$ cat src/rtl/ssm2603_pkg.sv
// ssm2603_pkg
// Definitions shared by the SSM2603 ADC capture and DAC serializer blocks:
//   - capture_state_t : capture FSM encoding (IDLE, DELAY, SHIFT, PAD)
//   - SAMPLE_BITS_DEFAULT : default per-channel sample width
//   - BCLK_PER_FRAME / CLK_PER_BCLK : I2S frame geometry at 18.432 MHz
package ssm2603_pkg;

  typedef enum logic [1:0] {
    IDLE  = 2'd0,  // waiting for the first word-select edge
    DELAY = 2'd1,  // swallowing the I2S one-bit delay
    SHIFT = 2'd2,  // capturing sample bits MSB first
    PAD   = 2'd3   // ignoring bits beyond the sample width
  } capture_state_t;

  localparam int SAMPLE_BITS_DEFAULT = 16;
  localparam int BCLK_PER_FRAME      = 64;
  localparam int CLK_PER_BCLK        = 9;

endpackage

$ cat src/rtl/ssm2603_adc_capture_sync_edge.sv
// sync_edge
// Multi-flop synchronizer for a slow external level, followed by a history
// flop used for edge detection.
// Ports:
//   clock  : system clock
//   reset  : synchronous, active-low
//   d      : asynchronous input pin
//   level  : synchronized level
//   rise   : one-cycle strobe on a synchronized 0->1 transition
//   change : one-cycle strobe on any synchronized transition
module sync_edge
  import ssm2603_pkg::*;
#(
  parameter int SYNC_STAGES = 2
) (
  input  logic clock,
  input  logic reset,
  input  logic d,
  output logic level,
  output logic rise,
  output logic change
);

  logic [SYNC_STAGES-1:0] sync_q;
  logic [SYNC_STAGES-1:0] sync_d;
  logic                   hist_q;
  logic                   hist_d;

  always_comb begin
    sync_d = {sync_q[SYNC_STAGES-2:0], d};
    hist_d = sync_q[SYNC_STAGES-1];
  end

  always_ff @(posedge clock) begin
    if (!reset) begin
      sync_q <= '0;
      hist_q <= 1'b0;
    end else begin
      sync_q <= sync_d;
      hist_q <= hist_d;
    end
  end

  assign level  = sync_q[SYNC_STAGES-1];
  assign rise   = level & ~hist_q;
  assign change = level ^ hist_q;

endmodule

$ cat src/rtl/ssm2603_adc_capture.sv
// ssm2603_adc_capture
// Deserializes the SSM2603 ADC I2S stream into signed left/right sample
// pairs presented on a valid/ready port. BCLK and LRCLK are oversampled on
// the system clock; no other clock domain exists.
// Optional feature macro: ADC_CAPTURE_PEAK_EN adds peak_l/peak_r, the running
// maximum |sample| (saturating) of pairs loaded onto the port.
// Ports:
//   clock, reset         : system clock, synchronous active-low reset
//   adc_bclk/lrclk/dat   : codec I2S pins (treated as data)
//   sample_l/sample_r    : presented pair
//   sample_valid/ready   : handshake
//   overrun              : sticky, a completed pair was dropped
//   frame_error          : sticky, a slot ended before a full word
//   status_clear         : clears sticky flags and peaks
//   peak_l/peak_r        : (ADC_CAPTURE_PEAK_EN only) peak magnitudes
module ssm2603_adc_capture
  import ssm2603_pkg::*;
#(
  parameter int SAMPLE_BITS = SAMPLE_BITS_DEFAULT,
  parameter int SYNC_STAGES = 2
) (
  input  logic                   clock,
  input  logic                   reset,
  input  logic                   adc_bclk,
  input  logic                   adc_lrclk,
  input  logic                   adc_dat,
  output logic [SAMPLE_BITS-1:0] sample_l,
  output logic [SAMPLE_BITS-1:0] sample_r,
  output logic                   sample_valid,
  input  logic                   sample_ready,
  output logic                   overrun,
  output logic                   frame_error,
  input  logic                   status_clear
`ifdef ADC_CAPTURE_PEAK_EN
  ,
  output logic [SAMPLE_BITS-1:0] peak_l,
  output logic [SAMPLE_BITS-1:0] peak_r
`endif
);

  localparam int CNT_W = $clog2(SAMPLE_BITS + 1);
  localparam logic [CNT_W-1:0] LAST_BIT = CNT_W'(SAMPLE_BITS - 1);

  // ---------------------------------------------------------------- inputs
  logic bclk_level, bclk_rise, bclk_change;
  logic lr_level, lr_rise, lr_edge;

  sync_edge #(.SYNC_STAGES(SYNC_STAGES)) u_bclk_sync (
    .clock  (clock),
    .reset  (reset),
    .d      (adc_bclk),
    .level  (bclk_level),
    .rise   (bclk_rise),
    .change (bclk_change)
  );

  sync_edge #(.SYNC_STAGES(SYNC_STAGES)) u_lrclk_sync (
    .clock  (clock),
    .reset  (reset),
    .d      (adc_lrclk),
    .level  (lr_level),
    .rise   (lr_rise),
    .change (lr_edge)
  );

  logic unused_sync;
  assign unused_sync = &{1'b0, bclk_level, bclk_change, lr_rise};

  // Data gets the same depth as the clocks so it stays aligned with
  // the synchronized bclk edge.
  logic [SYNC_STAGES-1:0] dat_sync_q;
  logic [SYNC_STAGES-1:0] dat_sync_d;
  logic                   dat_bit;

  always_comb begin
    dat_sync_d = {dat_sync_q[SYNC_STAGES-2:0], adc_dat};
  end

  assign dat_bit = dat_sync_q[SYNC_STAGES-1];

  // ------------------------------------------------------------------ state
  capture_state_t state_q, state_d;

  logic                   channel_q, channel_d;
  logic [CNT_W-1:0]       bit_cnt_q, bit_cnt_d;
  logic [SAMPLE_BITS-2:0] shift_q, shift_d;
  logic [SAMPLE_BITS-1:0] hold_l_q, hold_l_d;
  logic [SAMPLE_BITS-1:0] hold_r_q, hold_r_d;
  logic                   left_seen_q, left_seen_d;
  logic                   pair_q, pair_d;
  logic [SAMPLE_BITS-1:0] sample_l_q, sample_l_d;
  logic [SAMPLE_BITS-1:0] sample_r_q, sample_r_d;
  logic                   sample_valid_q, sample_valid_d;
  logic                   overrun_q, overrun_d;
  logic                   frame_error_q, frame_error_d;

  logic                   frame_err_evt;
  logic                   overrun_evt;
  logic                   load_pair;
  logic [SAMPLE_BITS-1:0] word;

  // Final bit goes straight into the stored word; the shift register only
  // needs to hold the SAMPLE_BITS-1 bits before it.
  assign word = {shift_q, dat_bit};

  // -------------------------------------------------------- state register
  always_ff @(posedge clock) begin
    if (!reset) begin
      state_q <= IDLE;
    end else begin
      state_q <= state_d;
    end
  end

  // ------------------------------------------------------------ next state
  always_comb begin
    state_d = state_q;
    if (lr_edge) begin
      state_d = DELAY;
    end else begin
      case (state_q)
        IDLE:    state_d = IDLE;
        DELAY:   if (bclk_rise) state_d = SHIFT;
        SHIFT:   if (bclk_rise && (bit_cnt_q == LAST_BIT)) state_d = PAD;
        PAD:     state_d = PAD;
        default: state_d = IDLE;
      endcase
    end
  end

  // ------------------------------------------------------- outputs / data
  always_comb begin
    channel_d     = channel_q;
    bit_cnt_d     = bit_cnt_q;
    shift_d       = shift_q;
    hold_l_d      = hold_l_q;
    hold_r_d      = hold_r_q;
    left_seen_d   = left_seen_q;
    pair_d        = 1'b0;
    frame_err_evt = 1'b0;

    if (lr_edge) begin
      channel_d = lr_level;
      bit_cnt_d = '0;
      // SHIFT always means fewer than SAMPLE_BITS bits are in hand.
      if (state_q == SHIFT) frame_err_evt = 1'b1;
    end else if ((state_q == SHIFT) && bclk_rise) begin
      shift_d   = word[SAMPLE_BITS-2:0];
      bit_cnt_d = bit_cnt_q + CNT_W'(1);
      if (bit_cnt_q == LAST_BIT) begin
        if (!channel_q) begin
          hold_l_d    = word;
          left_seen_d = 1'b1;
        end else if (left_seen_q) begin
          hold_r_d    = word;
          left_seen_d = 1'b0;
          pair_d      = 1'b1;
        end
      end
    end

    // Output port: a completed pair loads when the slot is free or being
    // vacated this cycle; otherwise it is dropped and flagged.
    load_pair      = pair_q && (!sample_valid_q || sample_ready);
    overrun_evt    = pair_q && sample_valid_q && !sample_ready;
    sample_l_d     = sample_l_q;
    sample_r_d     = sample_r_q;
    sample_valid_d = sample_valid_q;
    if (load_pair) begin
      sample_l_d     = hold_l_q;
      sample_r_d     = hold_r_q;
      sample_valid_d = 1'b1;
    end else if (sample_ready) begin
      sample_valid_d = 1'b0;
    end

    // A new event outranks a coincident clear.
    overrun_d     = (overrun_q & ~status_clear) | overrun_evt;
    frame_error_d = (frame_error_q & ~status_clear) | frame_err_evt;
  end

  always_ff @(posedge clock) begin
    if (!reset) begin
      dat_sync_q     <= '0;
      channel_q      <= 1'b0;
      bit_cnt_q      <= '0;
      shift_q        <= '0;
      hold_l_q       <= '0;
      hold_r_q       <= '0;
      left_seen_q    <= 1'b0;
      pair_q         <= 1'b0;
      sample_l_q     <= '0;
      sample_r_q     <= '0;
      sample_valid_q <= 1'b0;
      overrun_q      <= 1'b0;
      frame_error_q  <= 1'b0;
    end else begin
      dat_sync_q     <= dat_sync_d;
      channel_q      <= channel_d;
      bit_cnt_q      <= bit_cnt_d;
      shift_q        <= shift_d;
      hold_l_q       <= hold_l_d;
      hold_r_q       <= hold_r_d;
      left_seen_q    <= left_seen_d;
      pair_q         <= pair_d;
      sample_l_q     <= sample_l_d;
      sample_r_q     <= sample_r_d;
      sample_valid_q <= sample_valid_d;
      overrun_q      <= overrun_d;
      frame_error_q  <= frame_error_d;
    end
  end

  assign sample_l     = sample_l_q;
  assign sample_r     = sample_r_q;
  assign sample_valid = sample_valid_q;
  assign overrun      = overrun_q;
  assign frame_error  = frame_error_q;

`ifdef ADC_CAPTURE_PEAK_EN
  // ------------------------------------------------------------ peak meter
  localparam logic [SAMPLE_BITS-1:0] MAX_POS = {1'b0, {(SAMPLE_BITS-1){1'b1}}};
  localparam logic [SAMPLE_BITS-1:0] MIN_NEG = {1'b1, {(SAMPLE_BITS-1){1'b0}}};

  // Magnitude of a two's-complement sample; the most negative value has no
  // positive counterpart and saturates to MAX_POS.
  function automatic logic [SAMPLE_BITS-1:0] abs_sat(input logic [SAMPLE_BITS-1:0] x);
    if (!x[SAMPLE_BITS-1]) return x;
    else if (x == MIN_NEG) return MAX_POS;
    else return -x;
  endfunction

  logic [SAMPLE_BITS-1:0] peak_l_q, peak_l_d;
  logic [SAMPLE_BITS-1:0] peak_r_q, peak_r_d;
  logic [SAMPLE_BITS-1:0] abs_l, abs_r;

  always_comb begin
    abs_l    = abs_sat(hold_l_q);
    abs_r    = abs_sat(hold_r_q);
    peak_l_d = peak_l_q;
    peak_r_d = peak_r_q;
    if (status_clear) begin
      peak_l_d = load_pair ? abs_l : '0;
      peak_r_d = load_pair ? abs_r : '0;
    end else if (load_pair) begin
      if (abs_l > peak_l_q) peak_l_d = abs_l;
      if (abs_r > peak_r_q) peak_r_d = abs_r;
    end
  end

  always_ff @(posedge clock) begin
    if (!reset) begin
      peak_l_q <= '0;
      peak_r_q <= '0;
    end else begin
      peak_l_q <= peak_l_d;
      peak_r_q <= peak_r_d;
    end
  end

  assign peak_l = peak_l_q;
  assign peak_r = peak_r_q;
`endif

endmodule

$ cat config.mk
export PLATFORM = sky130hd
export DESIGN_NAME = ssm2603_adc_capture
export DESIGN_NICKNAME = d
export VERILOG_FILES = /design/src/rtl/ssm2603_pkg.sv /design/src/rtl/ssm2603_adc_capture_sync_edge.sv /design/src/rtl/ssm2603_adc_capture.sv
export SDC_FILE = /design/constraint.sdc
export NUM_CORES = 1
export LEC_CHECK = 0
export CORE_ASPECT_RATIO = 1.4
export CORE_MARGIN = 3
export CORE_UTILIZATION = 45
export DETAILED_ROUTE_END_ITERATION = 10
export MAX_ROUTING_LAYER = met4
export PLACE_DENSITY = 0.69
export SYNTH_ARGS = -nofsm -noshare
export SYNTH_HDL_FRONTEND = slang
export SYNTH_HIERARCHICAL = 1
export SYNTH_SLANG_ARGS = --single-unit
export TNS_END_PERCENT = 1
$ cat constraint.sdc
create_clock -name clock -period 1.8 [get_ports clock]
set_input_delay 0.27 -clock clock [delete_from_list [all_inputs] [get_ports clock]]
set_output_delay 0.27 -clock clock [all_outputs]
set_load 0.02 [all_outputs]
# [Word-level counts from Yosys, hierarchy flattened]
# Cells that the tools add are included.
[totals] output_inout_bits=35 regBits=100 in_bits=7
[op_classes] n_mux=10 bitwise=13 reduce_logical=18 addsub=1 eq_ne=8
[op_table] cell="2-bit one-hot mux with 4 select lines" count=1
[op_table] cell="1-bit 2-to-1 mux" count=7
[op_table] cell="1-bit inverter" count=7
[op_table] cell="3-bit != test, second input constant" count=2
[op_table] cell="2-bit AND reduction" count=3
[op_table] cell="5-bit by 1-bit adder with 5-bit output, second input constant" count=1
[op_table] cell="5-bit by 4-bit equality test with 1-bit output, second input constant" count=1
[op_table] cell="1-bit logical AND" count=5
[op_table] cell="5-bit AND reduction" count=1
[op_table] cell="5-bit OR reduction" count=1
[op_table] cell="2-bit equality test, second input constant" count=2
[op_table] cell="2-bit 2-to-1 mux" count=2
[op_table] cell="2-bit != test, second input constant" count=2
[op_table] cell="4-bit AND reduction" count=1
[op_table] cell="1-bit bitwise AND" count=3
[op_table] cell="3-bit AND reduction" count=1
[op_table] cell="2-bit by 1-bit equality test with 1-bit output, second input constant" count=1
[op_table] cell="1-bit logical NOT" count=2
[op_table] cell="2-bit logical NOT" count=1
[op_table] cell="1-bit bitwise OR" count=2
[op_table] cell="2-bit nonzero test" count=1
[op_table] cell="2-bit OR reduction" count=1
[op_table] cell="1-bit logical OR" count=1
[op_table] cell="1-bit XOR" count=1

# [Logic depth before layout (Yosys ltp)]
# Gate-level depths: netlist of run 1.
[depth] ltp_word=6 depth_mapped=9

# [By module]
# The synthesis of run 1 kept the hierarchy.
[by_module_without_submodules] module="ssm2603_adc_capture" seq_area_each_um2=1881.8 area_each_um2=3492.1 n_inst=1 cells_per_inst=396
[by_module_without_submodules] module="sync_edge" seq_area_each_um2=60.1 area_each_um2=98.8 n_inst=2 cells_per_inst=9

# [Worst setup path before layout of run 1]
# Ideal clock, no wire load.
[synth_timing] kind="register -> register" startpoint="reg u_lrclk_sync.hist_q" endpoint="reg hold_l_q[10]" n_path_buf=3 period_less_slack_ns=1.807 setup_time_ns=0.119 arrival_time_ns=1.688 slack_ns=-0.007 stages_incl_launch_ff=10 required_ns=1.681 cell_sequence="dfxtp_1 inv_1 ha_1 inv_1 nand4bb_1 buf_2 or3_1 buf_6 buf_6 mux2i_1"
[synth_via] elab_chain_cells=3
[synth_rtl] element="from (decl)" line="ssm2603_adc_capture_sync_edge.sv:26" rtl="logic hist_q;"
[synth_rtl] element="from (signal assigned)" line="ssm2603_adc_capture_sync_edge.sv:40" rtl="hist_q <= hist_d;"
[synth_rtl] element="1-bit XOR" line="ssm2603_adc_capture_sync_edge.sv:46" rtl="assign change = level ^ hist_q;"
[synth_rtl] element="via lr_edge" line="ssm2603_adc_capture.sv:46" rtl="logic lr_level, lr_rise, lr_edge;"
[synth_rtl] element="1-bit inverter (no line)"
[synth_rtl] element="4-bit AND reduction (no line)"
[synth_rtl] element="to (signal assigned)" line="ssm2603_adc_capture.sv:202" rtl="hold_l_q <= hold_l_d;"
[synth_rtl] element="to (decl)" line="ssm2603_adc_capture.sv:87" rtl="logic [SAMPLE_BITS-1:0] hold_l_q, hold_l_d;"
# The timed path passes the listed nets, and every way through them passes these cells.
# A chain may end at the register's enable or synchronous reset.

# [Worst setup path in the final report of run 1]
[layout_timing] startpoint="reg bit_cnt_q[0]" endpoint="reg hold_l_q[13]"
[layout_via] elab_chain_cells=2
[layout_rtl] element="from (decl)" line="ssm2603_adc_capture.sv:85" rtl="logic [CNT_W-1:0] bit_cnt_q, bit_cnt_d;"
[layout_rtl] element="from (signal assigned)" line="ssm2603_adc_capture.sv:200" rtl="bit_cnt_q <= bit_cnt_d;"
[layout_rtl] element="5-bit by 4-bit equality test with 1-bit output" line="ssm2603_adc_capture.sv:150" rtl="if (bit_cnt_q == LAST_BIT) begin"
[layout_rtl] element="4-bit AND reduction (no line)"
# Every way passes these cells.

==> run summary, run 1 <==
ANT cells - 0
Crit-path cells - ha_1 -> and3_1 -> ha_2 -> inv_1 -> or3_4 -> buf_12 -> mux2i_1
Hold Crit Class - in2reg
Root buf cell - clkbuf_8
Delay-heaviest family, CP - simple AND/OR/NAND/NOR gates
Final Hold Fails - 0
Critical Path Source Type - flip-flop
Tot Pwr - 0.00373 W
Core Rows - 38
Design Area, Final - 0.00448 mm^2
Max_slew headroom - 0.773
Worst setup EP type - flip-flop
Clock period minus worst slack - 1.71 ns
Crit-path slowest cell - or3_4
Dpl cells - 535
Clock sinks - 100
Grt ovf - 0
Outcome - complete, no violations
Final Non-Filler Cells - 553
Initial DRT Pass Iterations - 4
CTS Buf Count - 9
DP Worst Slack - 0.0249 ns
Starting Density - 0.470
CP arrival - 1.97 ns
Setup ws final - 0.0855 ns
Die footprint - 0.00933 mm^2
CTS clk-pin slew, worst paths - 0.09 ns
RSZ-0062 raised after global routing - yes
Die X - 82.5 um
# Max-Cap Violations - 0
Critical path buffers and inverters - 2
Max frequency - 583 MHz
WL per Instance - 13.4 um
Htree depth - 3
Syn_area_per_cell - 8.93 um^2
Hold-fix buffers, CTS - 0
Via count - 2832
Chip Height - 113 um
Post-DP Area - 0.00423 mm^2
Initial antenna violation count - 0
Final setup TNS - 0 ns
Area delta synth->final - 21.5%
Fin nets - 459
First-pass GRT wire length - 12600 um
Largest net degree at the start of global routing - 59
CP Data Required Time - 2.06 ns
Synth warn - 6
DRC viols - 0
TritonCTS clock tree - done
# port buffers - 41
Num ports - 42
DRT antenna net count - 0
Share of cells above drive strength 1 - 0.0817
Initial DRC Count - 217
GRT Util Overall - 0.180
Worst Tran Pin Value - 0.340 ns
Core outline area - 0.00785 mm^2
Max VDD drop - 0.533 mV
# setup viols final - 0
Worst Path Max Fanout - 17
Syn nets - 424
WL final - 7420 um
Crit Path Category - reg2reg
Max clock buf depth - 2
Dpl hpwl - 5140 um
Later-pin clock latency in the skew report - 0.37 ns
Final worst-path cycle share - 0.953
Reg2Reg Setup Slack - 0.09 ns
GP Congestion - 0.795
Vias per cell - 5.12
Via count of the first global-routing pass - 2774
Cell count after synthesis - 413
PwrDens - 833 mW/mm^2
CP max stage delay - 0.37 ns
Slew Viols, Final - 0
Syn Std Cell Area - 0.00369 mm^2
Worst Skew - 0.0103 ns
LEAKAGE - 1.58 nW
-- registers in the layout, indices dropped and copies added (netlist names) --
register and flops:
left_seen_q 1, state_q 2, dat_sync_q 2, sample_valid 1, hold_l_q 16, frame_error 1, u_lrclk_sync/hist_q 1, u_lrclk_sync/sync_q 2
sample_r 16, hold_r_q 16, bit_cnt_q 5, u_bclk_sync/hist_q 1, shift_q 15, pair_q 1, channel_q 1, overrun 1
u_bclk_sync/sync_q 2, sample_l 16
-- cell usage in the layout, fill, tap and decap left out, types with 3 or more instances in the layout --
master,instances
buf_12,5
clkbuf_8,10
nor2_1,7
dfxtp_1,98
nand2_1,79
nand3_1,34
mux2i_1,34
clkdlybuf4s50_1,40
o21ai_0,34
and2_1,8
inv_1,8
a21oi_1,54
clkbuf_1,3
ha_1,3
buf_4,7
-- worst paths after layout --
| kind | from | to | depth (start not counted) |
|---|---|---|---|
| setup / recovery | bit_cnt_q[0]$_SDFFE_PP0N_ | hold_l_q[13]$_SDFFE_PN0P_ | 7 |
| setup reg to reg | bit_cnt_q[0]$_SDFFE_PP0N_ | hold_l_q[13]$_SDFFE_PN0P_ | 7 |
| hold / removal | reset | frame_error$_SDFF_PN0_ | 3 |
| hold reg to reg | u_bclk_sync/sync_q[0]$_SDFF_PN0_ | u_bclk_sync/sync_q[1]$_SDFF_PN0_ | 1 |
-- routing by layer --
layer  track usage  part of all wire
met2         0.287              0.51
met5             -                 0
met3        0.0366             0.033
met4        0.0927             0.030
met1         0.211              0.43
-- worst reg2reg max path: cells and delay by family (launching register included) --
family	cells	cell delay, ns
adders and majority gates	2	0.35
buffers and inverters	2	0.22
DFF	1	0.36
muxes	1	0.13
and+or+nand+nor	2	0.54
-- timing repair --
action	4_1_cts	5_1_grt
endpoints found under the setup margin	0	33
buffers inserted	0	1
gates resized for setup	0	6
endpoints found under the hold margin	0	0
-- per-stage QoR --
stage | hold WS (ns) | utilization
finish | 0.280 | 0.571
global route | 0.295 | 0.571
CTS | 0.274 | 0.564
detailed placement | 0.422 | 0.540
global placement | 0.414 | 0.540
floorplan | 0.392 | -
-- cell type report --
type / instances / area, um^2
Fill cell: 727 / 3370
Sequential cell: 100 / 2000
Multi-Input combinational cell: 272 / 1520
Timing Repair Buffer: 55 / 594
Clock buffer: 13 / 149
Tap cell: 100 / 125
Clock inverter: 3 / 46.3
Inverter: 10 / 37.5
-- report_power, final --
part / switching (W) / internal, W
Combinational: 0.0000534 / 0.0000359
Clock: 0.000731 / 0.000685
Sequential: 0.00000575 / 0.00222
Power figures use the tool's default switching activity.
==> run 2: changes to the inputs <==
--- a/config.mk
+++ b/config.mk
@@ -11,6 +11,7 @@
 export DETAILED_ROUTE_END_ITERATION = 10
 export MAX_ROUTING_LAYER = met4
 export PLACE_DENSITY = 0.69
+export SETUP_SLACK_MARGIN = 0.02
 export SYNTH_ARGS = -nofsm -noshare
 export SYNTH_HDL_FRONTEND = slang
 export SYNTH_HIERARCHICAL = 1
==> run 2 against run 1 <==
Against the previous run: routed wire length grew 3.6%; first-iteration DRC count rose by 3.2%; combinational power is 3.0% higher; design area increased by 2.4%; global-route usage barely moved; hold slack gained 0.014 ns; highest routed layer unchanged.
==> run summary, run 2 (synthesis results as in run 1) <==
Most frequent cells in the layout - dfxtp_1 (97), nand2_1 (79), a21oi_1 (54)
Initial antenna violation count - 0 (unchanged)
# Max-Cap Violations - 0 (unchanged)
Max VDD drop - 0.537 mV (+0.85%)
Critical Path Source Type - flip-flop
Worst Tran Pin Value - 0.335 ns (-0.00522 ns)
Die footprint - 0.00933 mm^2 (unchanged)
Hold-fix buffers, CTS - 0 (unchanged)
Clk pwr share - 0.378 (-0.002)
Final worst-path cycle share - 0.978 (+0.0260)
Clock period minus worst slack - 1.76 ns (+0.0467 ns)
Starting Density - 0.470 (unchanged)
Int Power - 0.00294 W (about the same)
Comb pwr share - 0.025 (about the same)
Later-pin clock latency in the skew report - 0.36 ns (about the same)
Area delta synth->final - 24.4%
Via count of the first global-routing pass - 2774 (unchanged)
GP Congestion - 0.795 (unchanged)
Outcome - complete, no violations
Htree depth - 3 (unchanged)
DRC viols - 0 (unchanged)
Crit-path cells - ha_4 -> and3_4 -> ha_4 -> inv_1 -> or3_4 -> clkbuf_16 -> mux2i_1
Max frequency - 568 MHz (-2.7%)
Grt ovf - 0 (unchanged)
Core Rows - 38 (unchanged)
Area of the multi-input gates - 0.00157 mm^2 (+2.9%)
Max_slew headroom - 0.777 (+0.00348)
Chip Height - 113 um (unchanged)
Sw Share - 0.210 (-0.00169)
Root buf cell - clkbuf_8
Crit Path Category - reg2reg
Reg2Reg Setup Slack - 0.04 ns (-0.05 ns)
Via count - 2856 (+0.85%)
Crit-path slowest cell - or3_4
Delay-heaviest family, CP - simple AND/OR/NAND/NOR gates
Share of cells above drive strength 1 - 0.0965 (+0.0148)
Slew Viols, Final - 0 (unchanged)
Fin nets - 462 (+0.65%)
CP max stage delay - 0.43 ns (+0.06 ns)
# fillers - 710 (-2.3%)
Sw power - 0.000782 W (-1.0%)
Dpl cells - 535 (unchanged)
Hold Crit Class - in2reg
# port buffers - 41 (unchanged)
Critical path buffers and inverters - 2 (unchanged)
CTS clk-pin slew, worst paths - 0.09 ns (about the same)
WL per Instance - 13.8 um (+3.1%)
Initial DRC Count - 224 (+3.2%)
PwrDens - 812 mW/mm^2 (-2.6%)
DRT antenna net count - 0 (unchanged)
Vias per cell - 5.14 (+0.30%)
TritonCTS clock tree - done
Max clock buf depth - 2 (unchanged)
Final Non-Filler Cells - 556 (+0.54%)
CTS Buf Count - 9 (unchanged)
Final core utilization - 0.585 (+0.0137)
Core outline area - 0.00785 mm^2 (unchanged)
Worst Path Max Fanout - 8 (-9)
Final Hold Fails - 0 (unchanged)
# setup viols final - 0 (unchanged)
Initial DRT Pass Iterations - 5 (+1)
WL final - 7690 um (+3.6%)
Clock sinks - 100 (unchanged)
FF+latch area - 0.00201 mm^2 (+0.31%)
Die X - 82.5 um (unchanged)
Dpl hpwl - 5140 um (unchanged)
Worst setup EP type - flip-flop
LEAKAGE - 1.61 nW (+2.1%)
CP arrival - 2.01 ns (+0.04 ns)
Leading cell type in the layout, fill and taps excluded - dfxtp_1
CP Data Required Time - 2.05 ns (about the same)
Top cell by count, worst path - ha_4
First-pass GRT wire length - 12600 um (+0.11%)
GRT Util Overall - 0.180 (about the same)
Largest net degree at the start of global routing - 59 (unchanged)
Sequential share of power - 0.597 (about the same)
Num ports - 42 (unchanged)
Worst Skew - 0.0109 ns (+0.000637 ns)
ANT cells - 0 (unchanged)
==> run 2: changes by cell type in the layout (fill, tap and decap cells not counted), sizes merged <==
cell | previous run | this run
clkbuf | 14 | 16
buf | 14 | 15
==> run 2: repair_timing <==
action / in CTS / in global routing
buffers inserted: 0 / 2
cloned: 0 / 3
pin swaps: 0 / 2
resized for setup: 2 / 12
setup endpoints to repair: 10 / 33
==> run 2: final cells by class <==
| class | instances | area share |
|---|---|---|
| flip-flops and latches | 100 | 0.438 |
| multi-input cells | 272 | 0.342 |
| repair buffers | 58 | 0.142 |
| clock buffers | 13 | 0.0325 |
| well taps | 100 | 0.0273 |
| clock inverters | 3 | 0.0101 |
| inverters | 10 | 0.00818 |
==> run 2: path summary, 6_finish.rpt <==
check	startpoint	endpoint	depth (start not counted)
worst max-delay path	bit_cnt_q[0]$_SDFFE_PP0N_	hold_l_q[11]$_SDFFE_PN0P_	7
worst max register to register	bit_cnt_q[0]$_SDFFE_PP0N_	hold_l_q[11]$_SDFFE_PN0P_	7
worst min register to register	u_bclk_sync/sync_q[0]$_SDFF_PN0_	u_bclk_sync/sync_q[1]$_SDFF_PN0_	1
worst min-delay path	reset	frame_error$_SDFF_PN0_	3
==> run 2: metal layers <==
layer,vias to the layer above,share of wire,global-route usage
li1,1467,-,-
met1,1335,0.42,0.212
met2,45,0.52,0.287
met3,9,0.040,0.0366
met4,0,0.019,0.0927
met5,-,0,-
==> run 2: power by group through the flow <==
| stage | clock network (W) | registers [W] | logic, W |
|---|---|---|---|
| floorplan | 0 | 0.00228 | 0.0000519 |
| global route | 0.00154 | 0.00223 | 0.000101 |
| finish | 0.00141 | 0.00222 | 0.0000920 |
| detailed placement | 0 | 0.00228 | 0.0000899 |
| global placement | 0 | 0.00228 | 0.0000885 |
| CTS | 0.00146 | 0.00223 | 0.0000901 |
==> run 2: through the flow <==
step | setup slack, ns | TNS, ns | hold WS [ns] | total power, W | instance area (um^2)
after detailed placement | 0.0249 | 0 | 0.422 | 0.00237 | 4230
after global placement | 0.116 | 0 | 0.414 | 0.00237 | 4230
final | 0.0387 | 0 | 0.294 | 0.00372 | 4590
after global routing | -0.00540 | -0.00926 | 0.290 | 0.00387 | 4590
after floorplan | -0.00308 | -0.0277 | 0.392 | 0.00233 | 3700
after CTS | 0.0388 | 0 | 0.274 | 0.00377 | 4430
==> run 2: tightest hold or removal path: stages <==
cell    delay [ns]
buf_2         0.12
inv_2         0.11
nor2_1        0.12
==> run 3: changes to the inputs <==
--- a/config.mk
+++ b/config.mk
@@ -9,7 +9,6 @@
 export CORE_MARGIN = 3
 export CORE_UTILIZATION = 45
 export DETAILED_ROUTE_END_ITERATION = 10
-export MAX_ROUTING_LAYER = met4
 export PLACE_DENSITY = 0.69
 export SETUP_SLACK_MARGIN = 0.02
 export SYNTH_ARGS = -nofsm -noshare
==> run 3 against run 2 <==
Against the previous run: clock power is essentially flat; hold slack gained 0.0040 ns; design area grew 0.44%; clock-buffer cell count is the same; critical path depth is the same; non-clock buffer count grew 1; clock skew shrank 0.0016 ns.
==> run summary, run 3 (synthesis results as in run 1) <==
# Max-Cap Violations - 0 (unchanged)
Slew Viols, Final - 0 (unchanged)
Worst R2R Start - bit_cnt_q[0]$_SDFFE_PP0N_
Dpl cells - 535 (unchanged)
Htree depth - 3 (unchanged)
Post-DP Area - 0.00423 mm^2 (unchanged)
Clock period minus worst slack - 1.78 ns (+0.0170 ns)
Max frequency - 562 MHz (-0.96%)
Hold-fix buffers, CTS - 0 (unchanged)
Max VDD drop - 0.539 mV (+0.38%)
Share of cells above drive strength 1 - 0.101 (+0.00417)
PwrDens - 808 mW/mm^2 (-0.41%)
Grt ovf - 0 (unchanged)
Worst hold start - reset
Outcome - complete, no violations
Num ports - 42 (unchanged)
Dpl hpwl - 5140 um (unchanged)
Later-pin clock latency in the skew report - 0.36 ns (about the same)
Initial DRC Count - 256 (+14%)
Starting Density - 0.470 (unchanged)
ANT cells - 0 (unchanged)
CTS clk-pin slew, worst paths - 0.09 ns (about the same)
CP Launch Point - bit_cnt_q[0]$_SDFFE_PP0N_
Area delta synth->final - 25.0%
Via count of the first global-routing pass - 2775 (+0.036%)
# port buffers - 41 (unchanged)
Crit Path Category - reg2reg
CP Data Required Time - 2.05 ns (about the same)
Max_slew headroom - 0.778 (+0.00137)
Initial DRT Pass Iterations - 5 (unchanged)
Via count - 2860 (+0.14%)
Largest net degree at the start of global routing - 59 (unchanged)
Core Rows - 38 (unchanged)
Clock sinks - 100 (unchanged)
Critical Path Source Type - flip-flop
DRT antenna net count - 0 (unchanged)
Chip Height - 113 um (unchanged)
WL final - 7790 um (+1.4%)
Die footprint - 0.00933 mm^2 (unchanged)
Tot Pwr - 0.00372 W (about the same)
Worst Tran Pin Value - 0.333 ns (-0.00206 ns)
LEAKAGE - 1.62 nW (+0.38%)
Worst Skew - 0.00934 ns (-0.00158 ns)
WL per Instance - 14.0 um (+1.2%)
First-pass GRT wire length - 12700 um (+0.55%)
Core outline area - 0.00785 mm^2 (unchanged)
CP arrival - 2.03 ns (+0.02 ns)
Worst Path Max Fanout - 8 (unchanged)
Final worst-path cycle share - 0.988 (+0.00945)
# setup viols final - 0 (unchanged)
Die X - 82.5 um (unchanged)
Max clock buf depth - 2 (unchanged)
Most frequent cells in the layout - dfxtp_1 (97), nand2_1 (79), a21oi_1 (54)
Leading cell type in the layout, fill and taps excluded - dfxtp_1
Fin nets - 463 (+0.22%)
Hold Crit Class - in2reg
TritonCTS clock tree - done
Design Area, Final - 0.00461 mm^2 (+0.44%)
Initial antenna violation count - 0 (unchanged)
Vias per cell - 5.13 (about the same)
Final Hold Fails - 0 (unchanged)
GRT Util Overall - 0.176 (-0.00415)
Final Non-Filler Cells - 557 (+0.18%)
Root buf cell - clkbuf_8
GP Congestion - 0.784 (-1.4%)
DRC viols - 0 (unchanged)
CTS Buf Count - 9 (unchanged)
Worst setup EP type - flip-flop
[run 3: cell types whose count changed in the layout (fill, tap and decap cells not counted)]
cell / change
ha_4: +1
ha_1: -1
buf_4: +1
[run 3: metrics by stage]
step                      hold slack (ns)  worst slack, ns   util  TNS, ns
after floorplan                     0.392         -0.00308      -  -0.0277
after global placement              0.414            0.116  0.540        0
after detailed placement            0.422           0.0249  0.540        0
after CTS                           0.274           0.0388  0.565        0
after global routing                0.291          -0.0346  0.587   -0.123
final                               0.298           0.0217  0.587        0
[run 3: per-layer routing]
layer | global-route usage | vias up | part of all wire
li1 | - | 1466 | -
met1 | 0.215 | 1337 | 0.42
met2 | 0.286 | 48 | 0.52
met3 | 0.0390 | 9 | 0.038
met4 | 0.0894 | 0 | 0.016
met5 | 0 | - | 0
[run 3: power breakdown]
group	total, W	internal (W)	switching [W]
combinational	0.0000933	0.0000386	0.0000547
clock	0.00141	0.000686	0.000721
sequential	0.00222	0.00222	0.00000678
[run 3: worst max-delay path, stage by stage (launching register included)]
cell and delay [ns]:
dfxtp_4 0.38, ha_4 0.14, and3_4 0.20, ha_4 0.14, inv_1 0.06, or3_4 0.44, clkbuf_16 0.19, mux2i_1 0.12
[run 3: worst paths after layout]
path	to	slack, ns	depth (start not counted)
worst max-delay path	hold_l_q[11]$_SDFFE_PN0P_	0.02	7
worst min-delay path	frame_error$_SDFF_PN0_	0.30	3
worst max register to register	hold_l_q[11]$_SDFFE_PN0P_	0.02	7
worst min register to register	u_bclk_sync/sync_q[1]$_SDFF_PN0_	0.44	1
[run 3: what timing repair did]
item | 4_1_cts | 5_1_grt
pin swaps | 0 | 2
buffers inserted | 0 | 3
hold endpoints to repair | 0 | 0
gates resized for setup | 2 | 13
cloned | 0 | 3
endpoints found under the setup margin | 10 | 33
[run 3: cell type report]
type | instances | area (um^2)
inverter | 10 | 37.5
multi-input combinational | 272 | 1580
clock inverter | 3 | 46.3
tap | 100 | 125
clock buffer | 13 | 149
sequential | 100 | 2010
timing repair buffer | 59 | 659
fill | 706 | 3240
